[config.mk]
export PLATFORM = sky130hd
export DESIGN_NAME = multicycle_ctrl_fsm
export DESIGN_NICKNAME = d
export VERILOG_FILES = /design/src/rtl/multicycle_ctrl_fsm.sv
export SDC_FILE = /design/constraint.sdc
export NUM_CORES = 1
export LEC_CHECK = 0
export BUFFER_PORTS_ARGS = -buffer_cell sky130_fd_sc_hd__buf_2
export CAP_MARGIN = 20
export CORE_ASPECT_RATIO = 2
export CORE_MARGIN = 2
export CORE_UTILIZATION = 45
export CTS_BUF_LIST = sky130_fd_sc_hd__clkbuf_8
export CTS_CLUSTER_DIAMETER = 120
export DETAILED_ROUTE_END_ITERATION = 16
export MAX_ROUTING_LAYER = met4
export PLACE_DENSITY = 0.72
export RECOVER_POWER = 25
export SLEW_MARGIN = 20
export SYNTH_ARGS = -nofsm -noshare
export SYNTH_HDL_FRONTEND = slang
export SYNTH_SLANG_ARGS = --single-unit
[constraint.sdc]
create_clock -name clock -period 2.25 [get_ports clock]
set_input_delay 0.225 -clock clock [delete_from_list [all_inputs] [get_ports clock]]
set_output_delay 0.225 -clock clock [all_outputs]
set_load 0.02 [all_outputs]
[src/rtl/multicycle_ctrl_fsm.sv]
// Multicycle MIPS control sequencer: steps each instruction through FETCH..WB,
// decodes per-state datapath strobes, stalls on mem_ready and vectors interrupts.
module multicycle_ctrl_fsm #(
  parameter int unsigned MEM_TIMEOUT = 15,
  parameter logic [1:0]  IRQ_SEL     = 2'b11
) (
  input  logic       clock,
  input  logic       reset,
  input  logic [5:0] opcode,
  input  logic       zero,
  input  logic       mem_ready,
  input  logic       interrupt,
  output logic       pc_write,
  output logic       pc_write_cond,
  output logic       i_or_d,
  output logic       mem_read,
  output logic       mem_write,
  output logic       ir_write,
  output logic       mem_to_reg,
  output logic       reg_dst,
  output logic       reg_write,
  output logic       alu_src_a,
  output logic [1:0] alu_src_b,
  output logic [1:0] alu_op,
  output logic [1:0] pc_source,
  output logic       irq_ack,
  output logic       fault,
  output logic [3:0] state
);

  localparam int unsigned CNT_W = 8;

  localparam logic [5:0] OP_RTYPE = 6'b000000;
  localparam logic [5:0] OP_LW    = 6'b100011;
  localparam logic [5:0] OP_SW    = 6'b101011;
  localparam logic [5:0] OP_BEQ   = 6'b000100;
  localparam logic [5:0] OP_J     = 6'b000010;
  localparam logic [5:0] OP_ADDI  = 6'b001000;

  typedef enum logic [3:0] {
    S_FETCH  = 4'd0,
    S_DECODE = 4'd1,
    S_MADDR  = 4'd2,
    S_MRD    = 4'd3,
    S_MWB    = 4'd4,
    S_MWR    = 4'd5,
    S_REXE   = 4'd6,
    S_RWB    = 4'd7,
    S_BRANCH = 4'd8,
    S_JUMP   = 4'd9,
    S_IEXE   = 4'd10,
    S_IWB    = 4'd11,
    S_IRQ    = 4'd12,
    S_HALT   = 4'd15
  } state_e;

  state_e           state_q, state_d;
  logic             fault_q, fault_d;
  logic [CNT_W-1:0] wait_cnt_q, wait_cnt_d;
  logic             instr_end;
  logic             waiting;

  // The branch decision itself is made in the datapath via pc_write_cond.
  logic unused_zero;
  assign unused_zero = zero;

  // State, sticky fault and memory wait counter.
  always_ff @(posedge clock) begin
    if (!reset) begin
      state_q    <= S_FETCH;
      fault_q    <= 1'b0;
      wait_cnt_q <= '0;
    end else begin
      state_q    <= state_d;
      fault_q    <= fault_d;
      wait_cnt_q <= wait_cnt_d;
    end
  end

  // Next-state and output decode.
  always_comb begin
    state_d       = state_q;
    fault_d       = fault_q;
    wait_cnt_d    = wait_cnt_q;
    instr_end     = 1'b0;
    waiting       = 1'b0;
    pc_write      = 1'b0;
    pc_write_cond = 1'b0;
    i_or_d        = 1'b0;
    mem_read      = 1'b0;
    mem_write     = 1'b0;
    ir_write      = 1'b0;
    mem_to_reg    = 1'b0;
    reg_dst       = 1'b0;
    reg_write     = 1'b0;
    alu_src_a     = 1'b0;
    alu_src_b     = 2'b00;
    alu_op        = 2'b00;
    pc_source     = 2'b00;
    irq_ack       = 1'b0;

    case (state_q)
      S_FETCH: begin
        mem_read  = 1'b1;
        alu_src_b = 2'b01;
        pc_write  = mem_ready;
        ir_write  = mem_ready;
        if (mem_ready) state_d = S_DECODE;
        else           waiting = 1'b1;
      end
      S_DECODE: begin
        alu_src_b = 2'b11;
        case (opcode)
          OP_RTYPE:     state_d = S_REXE;
          OP_LW, OP_SW: state_d = S_MADDR;
          OP_BEQ:       state_d = S_BRANCH;
          OP_J:         state_d = S_JUMP;
          OP_ADDI:      state_d = S_IEXE;
          default: begin
            state_d = S_HALT;
            fault_d = 1'b1;
          end
        endcase
      end
      S_MADDR: begin
        alu_src_a = 1'b1;
        alu_src_b = 2'b10;
        state_d   = (opcode == OP_SW) ? S_MWR : S_MRD;
      end
      S_MRD: begin
        mem_read = 1'b1;
        i_or_d   = 1'b1;
        if (mem_ready) state_d = S_MWB;
        else           waiting = 1'b1;
      end
      S_MWB: begin
        reg_write  = 1'b1;
        mem_to_reg = 1'b1;
        instr_end  = 1'b1;
      end
      S_MWR: begin
        mem_write = 1'b1;
        i_or_d    = 1'b1;
        if (mem_ready) instr_end = 1'b1;
        else           waiting   = 1'b1;
      end
      S_REXE: begin
        alu_src_a = 1'b1;
        alu_op    = 2'b10;
        state_d   = S_RWB;
      end
      S_RWB: begin
        reg_write = 1'b1;
        reg_dst   = 1'b1;
        instr_end = 1'b1;
      end
      S_IEXE: begin
        alu_src_a = 1'b1;
        alu_src_b = 2'b10;
        state_d   = S_IWB;
      end
      S_IWB: begin
        reg_write = 1'b1;
        instr_end = 1'b1;
      end
      S_BRANCH: begin
        alu_src_a     = 1'b1;
        alu_op        = 2'b01;
        pc_write_cond = 1'b1;
        pc_source     = 2'b01;
        instr_end     = 1'b1;
      end
      S_JUMP: begin
        pc_write  = 1'b1;
        pc_source = 2'b10;
        instr_end = 1'b1;
      end
      S_IRQ: begin
        pc_write  = 1'b1;
        pc_source = IRQ_SEL;
        irq_ack   = 1'b1;
        state_d   = S_FETCH;
      end
      S_HALT: state_d = S_HALT;
      default: begin
        state_d = S_HALT;
        fault_d = 1'b1;
      end
    endcase

    // Interrupts are only sampled on the last cycle of an instruction.
    if (instr_end) state_d = interrupt ? S_IRQ : S_FETCH;

    if (waiting) begin
      wait_cnt_d = wait_cnt_q + CNT_W'(1);
      if (wait_cnt_d == CNT_W'(MEM_TIMEOUT)) begin
        state_d = S_HALT;
        fault_d = 1'b1;
      end
    end

    // Counter restarts whenever a memory-waiting state is freshly entered.
    if (state_d != state_q) wait_cnt_d = '0;

    if (!reset) begin
      pc_write      = 1'b0;
      pc_write_cond = 1'b0;
      mem_read      = 1'b0;
      mem_write     = 1'b0;
      ir_write      = 1'b0;
      reg_write     = 1'b0;
      irq_ack       = 1'b0;
    end
  end

  assign fault = fault_q;
  assign state = state_q;

endmodule

==> metrics, run 1 <==
CP required 2.43 ns; Slew Limit Fails 0; pin count of the biggest net entering global routing 15; routability cong. 0.933; WL/cell 16.7 um; Core Region 2910 um^2; placed cells 246; Synth area leaders dfxtp_1, nor2_1, xnor2_1, nor2_2, nand2_1; number of iterations in the first detailed-routing pass 4; Lkg Pwr 0.000770 uW; unique cell type count in the Yosys netlist 52; ratio of cells with drive above 1 in the final layout 43.7%; Seq cells post-synth 13; RSZ-0062 raised after global routing true; die height 81.0 um; CTS clock-pin slew for the worst setup and hold paths 0.06 ns; beginning of the worst hold path reset; Post-Syn Nets 185; Tcrit/Tclk final 99.8%; clk_lat worst skew about 0.25 ns; crit path DAT between 2 and 2.5 ns; top cell type's share of synthesized area 19.5%; most frequent cells in the layout buf_2, buf_4, nor2_1; worst ir drop on vdd approximately 0.8 mV; Pwr Total 2470 uW; Cell Area, Synth 1340 um^2; status completed; commonest non-fill, non-tap cell in the layout buf_2; Final Setup Violations 0; nets@finish 236; crit path max fanout 8; initial core utilization 45.9%; R2R Setup Slk ~0.0042 ns; r2r startpoint wait_cnt_q[1]$_SDFFE_PP0P_; post-synthesis sequential area ratio about a fifth; post-route DRC violation count 0; H-tree Lvls 1; Synth Warn # 0; initial antenna violation count 0; post-synthesis async set-or-reset flop share 0%; routed vias between 1000 and 1500; CTS tree built; Slew HR 63.9%; post-synthesis cell count 172; measured slew at the worst slew-check pin 0.537 ns; WS Path Type reg2reg; clk sinks 13; CP Launch Type flip-flop; diode count 0; vias in the first global route 1532; clock buffer count from CTS 3; number of synthesized flops with an enable pin 0; first-pass GRT wire length 6.71 mm; Final Skew 0.00437 ns; CP endpoint kind flip-flop; Hold Vio Cnt, Final 0; fin crit period 2.25 ns; FF-to-FF path depth 10; area growth from synthesis to layout 37.6%; port bufs 31; Hold EP fault$_SDFF_PN0_; PwrDens approximately 1300 nW/um^2; reg2reg end wait_cnt_q[7]$_SDFFE_PP0P_; vias per std cell 5.87; Final Non-Filler Cells roughly 250; DR iter-0 viols 33; Hold Path Class in2reg; f_max roughly 450 MHz; standard-cell rows 28; Syn Area/Cell roughly 7.8 um^2; Detailed Place HPWL about 3.2 mm; Total Routing Usage GR 26.8%; final wirelength 4.20 mm; ys flop type dfxtp_1; Root Buffer clkbuf_8; largest area contributor in the netlist dfxtp_1; Ports 33; MaxCap Viol Count 0; GRT overflow 0; CTS max path bufs 2; Hold Crit Depth 2; die area approximately 3400 um^2; Final ANT Viol Nets 0; hold_buf cts 0; Die Wd 42.5 um
==> cell families after synthesis <==
logic type / share of synthesized area, %
compound gates: 20.0
xor+xnor: 11.2
fa+ha+maj: 1.87
buf+inv: 6.47
flops: 19.5
simple gates: 41.1
==> Yosys cell counts, types with 2 or more instances <==
cell	instances
a21o_1	2
a21oi_1	7
a22oi_1	2
and2_1	5
and3_1	3
buf_1	2
buf_2	3
buf_6	2
clkbuf_1	4
dfxtp_1	13
ha_1	2
inv_1	5
nand2_1	13
nand2b_1	5
nand3_1	2
nand3b_1	2
nor2_1	21
nor2_2	8
nor2b_1	4
nor3_1	8
nor3_2	2
nor4_1	3
nor4b_4	2
o21a_1	4
o21ai_0	5
o22ai_1	2
o2bb2ai_1	2
or2_2	2
or3_1	2
or3b_1	2
or4b_1	2
xnor2_1	7
xor2_1	5
==> cell type report <==
type / instances / area [um^2]
Multi-Input combinational cell: 142 / 1100
Fill cell: 261 / 1070
Timing Repair Buffer: 58 / 367
Sequential cell: 13 / 270
Clock buffer: 3 / 41.3
Tap cell: 30 / 37.5
Inverter: 5 / 18.8
Clock inverter: 1 / 3.75
==> power by group <==
group          switching, uW  internal [uW]
Combinational           1030            874
Sequential              66.8            286
Clock                   89.1            121
==> worst max-delay path by stage <==
stage	start	endpoint	slack (ns)	depth (start not counted)
after floorplan	state[0]$_SDFF_PN0_	wait_cnt_q[0]$_SDFFE_PP0P_	0.02	8
after global placement	state[3]$_SDFF_PN0_	wait_cnt_q[0]$_SDFFE_PP0P_	-0.1	7
after detailed placement	state[0]$_SDFF_PN0_	wait_cnt_q[5]$_SDFFE_PP0P_	-0.16	7
after CTS	wait_cnt_q[1]$_SDFFE_PP0P_	wait_cnt_q[7]$_SDFFE_PP0P_	0.004	9
after global routing	wait_cnt_q[1]$_SDFFE_PP0P_	wait_cnt_q[7]$_SDFFE_PP0P_	-0.07	10
final	wait_cnt_q[1]$_SDFFE_PP0P_	wait_cnt_q[7]$_SDFFE_PP0P_	0.004	10
==> layer usage <==
| layer | vias up | GRT usage, % | part of all wire [%] |
|---|---|---|---|
| met5 | - | - | 0 |
| met4 | 0 | 20.9 | 6.4 |
| met3 | 21 | 1.33 | 2.5 |
| met2 | 54 | 52.2 | 59 |
| met1 | 702 | 22.6 | 32 |
| li1 | 701 | - | - |
==> per-stage QoR <==
step | hold WS [ns] | cell area, um^2 | TNS [ns] | utilization [%] | setup slack [ns]
2_1_floorplan | 0.427 | 1340 | 0 | - | 0.0207
3_3_place_gp | 0.550 | 1650 | -0.763 | 56.7 | -0.0996
3_5_place_dp | 0.568 | 1650 | -1.25 | 56.7 | -0.161
4_1_cts | 0.333 | 1810 | 0 | 62.2 | 0.00423
5_1_grt | 0.347 | 1840 | -0.413 | 63.2 | -0.0705
6_report | 0.341 | 1840 | 0 | 63.2 | 0.00419
==> critical path, stage by stage (launching register included) <==
cell and delay [ns]:
dfxtp_2 0.35, ha_4 0.16, buf_6 0.10, xor2_2 0.12, nand3b_1 0.09, or3_4 0.44, o22a_4 0.29, xnor2_4 0.17
o2111ai_4 0.16, buf_12 0.18, nor2_2 0.11
==> sequential cells by signal, summed over array words and instances, names as in the netlist <==
signal and cells:
state 4, fault 1, wait_cnt_q 8
==> what timing repair did <==
item	4_1_cts	5_1_grt
gates resized for setup	21	6
hold endpoints to repair	0	0
setup buffers	1	1
endpoints found under the setup margin	8	8
pin swaps	7	11
Note: power is estimated with default switching activity, not from simulation.
==> inputs of run 2 (changes only) <==
--- a/config.mk
+++ b/config.mk
@@ -10,7 +10,6 @@
 export CORE_ASPECT_RATIO = 2
 export CORE_MARGIN = 2
 export CORE_UTILIZATION = 45
-export CTS_BUF_LIST = sky130_fd_sc_hd__clkbuf_8
 export CTS_CLUSTER_DIAMETER = 120
 export DETAILED_ROUTE_END_ITERATION = 16
 export MAX_ROUTING_LAYER = met4
==> run 2 against run 1 <==
Against the previous run:
- clock power grew 2%
- combinational power is essentially flat
- worst hold slack unchanged
- global-route usage unchanged
- setup slack about the same
- die area unchanged
- register-to-register slack about the same
- clock-buffer cell count increased by 1
- wire length about the same
- via count is the same
==> metrics, run 2 (synthesis results as in run 1) <==
DR iter-0 viols 33 (unchanged); port bufs 31 (unchanged); number of iterations in the first detailed-routing pass 4 (unchanged); final core utilization 63.2% (unchanged); routed vias 1478 (unchanged); Pwr Total 2470 uW (+0.17%); status completed; CTS tree built; vias per std cell 5.87 (unchanged); Slew HR 63.9% (unchanged); Hold Path Class in2reg; Slew Limit Fails 0 (unchanged); CP max-delay cell or3_4; Final Skew 0.00484 ns (+0.000470 ns); Ports 33 (unchanged); Biggest register wait_cnt_q; WL/cell 16.7 um (about the same); vias in the first global route 1532 (unchanged); GRT overflow 0 (unchanged); FILL cells 261 (unchanged); die area 3440 um^2 (unchanged); initial core utilization 45.9% (unchanged); standard-cell rows 28 (unchanged); Total Routing Usage GR 26.8% (unchanged); Detailed Place HPWL 3.19 mm (unchanged); clk_lat worst skew 0.25 ns (about the same); area growth from synthesis to layout 37.6% (unchanged); RSZ-0062 raised after global routing true; commonest non-fill, non-tap cell in the layout buf_2; Final ANT Viol Nets 0 (unchanged); fin crit period 2.25 ns (+0.000477 ns); pin count of the biggest net entering global routing 15 (unchanged); post-route cell area 1840 um^2 (unchanged); Lkg Pwr 0.000766 uW (-0.54%); CTS max path bufs 2 (unchanged); placed cells 246 (unchanged); measured slew at the worst slew-check pin 0.537 ns (unchanged); f_max 445 MHz (about the same); CP endpoint kind flip-flop; CP Launch Type flip-flop; CP required 2.43 ns (about the same); first-pass GRT wire length 6.71 mm (unchanged); max FFs per register 8 (unchanged); crit path max fanout 8 (unchanged); Min Hold Slack 0.341 ns (unchanged); most frequent cells in the layout buf_2, buf_4, nor2_1; die height 81.0 um (unchanged); worst ir drop on vdd 0.815 mV (about the same); H-tree Lvls 1 (unchanged); Final Setup Violations 0 (unchanged); Final Non-Filler Cells 252 (unchanged); Root Buffer clkbuf_8; CP Cell Sequence ha_4 > buf_6 > xor2_2 > nand3b_1 > or3_4 > o22a_4 > xnor2_4 > o2111ai_4 > buf_12 > nor2_2; Tcrit/Tclk final 99.8% (about the same); nets@finish 236 (unchanged); crit path DAT 2.43 ns (about the same); initial antenna violation count 0 (unchanged); final wirelength 4.20 mm (about the same); Post-DP Area 1650 um^2 (unchanged); Core Region 2910 um^2 (unchanged); PwrDens 1350 nW/um^2 (+0.17%); Top delay family on crit path simple AND/OR/NAND/NOR gates; diode count 0 (unchanged); MaxCap Viol Count 0 (unchanged); Die Wd 42.5 um (unchanged); ratio of cells with drive above 1 in the final layout 43.7% (unchanged); crit path buf inv count 2 (unchanged); routability cong. 0.933 (unchanged); clk sinks 13 (unchanged); clock buffer count from CTS 3 (unchanged); Hold Vio Cnt, Final 0 (unchanged); max incr delay on CP 0.44 ns (about the same); CTS clock-pin slew for the worst setup and hold paths 0.06 ns (about the same); WS Path Type reg2reg; post-route DRC violation count 0 (unchanged)
==> run 2: layout make-up <==
type,count,area (um^2),share of cell area [%]
clock buffers,4,45.0,2.45
flip-flops and latches,13,270,14.7
repair buffers,58,367,20.0
inverters,5,18.8,1.02
well taps,30,37.5,2.04
multi-input cells,142,1100,59.8
==> run 2: layer usage <==
layer,up-vias,share of wire (%),track usage (%)
met5,-,0,-
met4,0,6.4,20.9
met3,21,2.5,1.33
met2,54,59,52.2
met1,702,32,22.6
li1,701,-,-
==> run 2: path summary, 6_finish.rpt <==
kind | start | endpoint | slack, ns | cells after the start
setup / recovery | wait_cnt_q[1]$_SDFFE_PP0P_ | wait_cnt_q[7]$_SDFFE_PP0P_ | 0.004 | 10
hold / removal | reset | fault$_SDFF_PN0_ | 0.34 | 2
setup reg to reg | wait_cnt_q[1]$_SDFFE_PP0P_ | wait_cnt_q[7]$_SDFFE_PP0P_ | 0.004 | 10
hold reg to reg | wait_cnt_q[4]$_SDFFE_PP0P_ | wait_cnt_q[4]$_SDFFE_PP0P_ | 0.59 | 2
==> run 2: what timing repair did <==
| action | 4_1_cts | 5_1_grt |
|---|---|---|
| endpoints found under the setup margin | 8 | 8 |
| hold buffers | 0 | 0 |
| hold endpoints to repair | 0 | 0 |
| setup buffers | 1 | 1 |
| resized for setup | 21 | 6 |
| pin swaps | 7 | 11 |
==> run 2: report_power, final <==
group          leakage, uW  internal, uW  switching, uW  total [uW]
logic             0.000635           874           1030        1910
registers         0.000108           286           66.8         353
clock network    0.0000228           125           88.7         214
==> run 2: metrics by stage <==
step | TNS (ns) | worst slack [ns]
final | 0 | 0.00371
after global routing | -0.413 | -0.0706
after CTS | 0 | 0.00387
after detailed placement | -1.25 | -0.161
after global placement | -0.763 | -0.0996
after floorplan | 0 | 0.0207
==> inputs of run 3 (changes only) <==
--- a/config.mk
+++ b/config.mk
@@ -9,11 +9,11 @@
 export CAP_MARGIN = 20
 export CORE_ASPECT_RATIO = 2
 export CORE_MARGIN = 2
-export CORE_UTILIZATION = 45
+export CORE_UTILIZATION = 48
 export CTS_CLUSTER_DIAMETER = 120
 export DETAILED_ROUTE_END_ITERATION = 16
 export MAX_ROUTING_LAYER = met4
-export PLACE_DENSITY = 0.72
+export PLACE_DENSITY = 0.76
 export RECOVER_POWER = 25
 export SLEW_MARGIN = 20
 export SYNTH_ARGS = -nofsm -noshare
==> run 3 against run 2 <==
Against the previous run:
- clock-buffer cell count unchanged
- sequential power increased by 10%
- wire length decreased by 6.6%
- worst hold slack got worse by 0.017 ns
- critical endpoint is now wait_cnt_q[0]$_SDFFE_PP0P_
- largest cell class unchanged
- largest power group unchanged
==> metrics, run 3 (synthesis results as in run 1) <==
status completed; worst ir drop on vdd 0.865 mV (+6.1%); post-route cell area 1840 um^2 (+0.20%); Final Setup Violations 0 (unchanged); area growth from synthesis to layout 37.9%; placed cells 247 (+0.41%); Tcrit/Tclk final 99.5% (-0.30 points); Slew Limit Fails 0 (unchanged); Biggest register wait_cnt_q; Total Routing Usage GR 25.8% (-1.0 points); Root Buffer clkbuf_8; clk_lat worst skew 0.25 ns (about the same); routability cong. 0.879 (-5.7%); CP required 2.44 ns (about the same); DP Worst Slack -0.0847 ns (+0.0763 ns); Detailed Place HPWL 2.98 mm (-6.5%); worst setup margin 0.0105 ns (+0.00682 ns); hold_buf cts 0 (unchanged); routed vias 1465 (-0.88%); Final Non-Filler Cells 251 (-0.40%); CP endpoint kind flip-flop; Hold Path Class in2reg; vias per std cell 5.84 (-0.48%); die area 3240 um^2 (-5.8%); Core Region 2700 um^2 (-7.1%); PwrDens 1360 nW/um^2 (+0.87%); commonest non-fill, non-tap cell in the layout buf_2; Lkg Pwr 0.000781 uW (+1.9%); WS Path Type reg2reg; nets@finish 236 (unchanged); standard-cell rows 27 (-3.6%); f_max 447 MHz (+0.30%); MaxCap Viol Count 0 (unchanged); Min Hold Slack 0.325 ns (-0.0169 ns); CTS clock-pin slew for the worst setup and hold paths 0.06 ns (about the same); final wirelength 3.92 mm (-6.6%); number of iterations in the first detailed-routing pass 4 (unchanged); crit path DAT 2.43 ns (about the same); post-route DRC violation count 0 (unchanged); initial antenna violation count 0 (unchanged); Die Wd 41.3 um (-2.9%); pin count of the biggest net entering global routing 13 (-2); most frequent cells in the layout buf_2, buf_4, nor2_1; first-pass GRT wire length 5.78 mm (-14%); FF-to-FF path depth 9 (-1); CTS tree built; Hold Vio Cnt, Final 0 (unchanged); Post-DP Area 1670 um^2 (+1.6%); CTS max path bufs 2 (unchanged); max FFs per register 8 (unchanged); vias in the first global route 1441 (-5.9%); fin crit period 2.24 ns (-0.00682 ns); clk sinks 13 (unchanged); diode count 0 (unchanged); H-tree Lvls 1 (unchanged); Hold Crit Depth 2 (unchanged); CP Launch Type flip-flop; Final ANT Viol Nets 0 (unchanged); Final Skew 0.000814 ns (-0.00403 ns); DR iter-0 viols 28 (-15%); port bufs 31 (unchanged); RSZ-0062 raised after global routing true; die height 78.6 um (-3.0%); GRT overflow 0 (unchanged); Ports 33 (unchanged); initial core utilization 49.4% (+3.5 points); crit path max fanout 11 (+3); clock buffer count from CTS 3 (unchanged); WL/cell 15.6 um (-6.3%); ratio of cells with drive above 1 in the final layout 45.0% (+1.4 points); measured slew at the worst slew-check pin 0.431 ns (-0.106 ns); Slew HR 71.0% (+7.1 points)
==> run 3: report_power, final <==
part | switching, uW | total [uW] | internal, uW | leakage (uW)
Clock | 92.6 | 218 | 126 | 0.0000228
Combinational | 1000 | 1890 | 890 | 0.000649
Sequential | 105 | 390 | 285 | 0.000108
==> run 3: metal layers <==
metal | wire, um | GRT usage, % | vias up
met5 | 0 | - | -
met4 | 195 | 13.9 | 0
met3 | 88 | 0.847 | 17
met2 | 2310 | 49.1 | 36
met1 | 1320 | 21.6 | 708
li1 | - | - | 704
==> run 3: layout make-up <==
cell class | instances | area, um^2
well taps | 29 | 36.3
inverters | 5 | 18.8
repair buffers | 58 | 369
clock buffers | 4 | 45.0
flip-flops and latches | 13 | 270
fillers | 227 | 862
multi-input cells | 142 | 1100
==> run 3: timing repair <==
item                       CTS  global route
setup endpoints to repair    8             8
resized for setup           16            11
pin swaps                    3             4
setup buffers                0             0
==> run 3: through the flow <==
step	utilization, %	total power [uW]	setup TNS, ns
after floorplan	-	1540	0
after global placement	61.9	2080	-0.250
after detailed placement	61.9	2140	-0.578
after CTS	66.2	2410	0
after global routing	68.1	2650	-0.481
final	68.1	2500	0
==> run 3: critical path, stage by stage, from the launching register on <==
cell,delay [ns]
dfxtp_4,0.41
or3b_1,0.36
a21oi_1,0.31
or3_1,0.22
buf_4,0.14
nand4b_1,0.13
o21ai_2,0.19
o2111ai_4,0.15
buf_12,0.18
nor2_2,0.09
==> run 3: path summary, 6_finish.rpt <==
path / from / to / slack [ns]
max: state[0]$_SDFF_PN0_ / wait_cnt_q[0]$_SDFFE_PP0P_ / 0.01
min: reset / fault$_SDFF_PN0_ / 0.32
max reg2reg: state[0]$_SDFF_PN0_ / wait_cnt_q[0]$_SDFFE_PP0P_ / 0.01
min reg2reg: fault$_SDFF_PN0_ / fault$_SDFF_PN0_ / 0.57
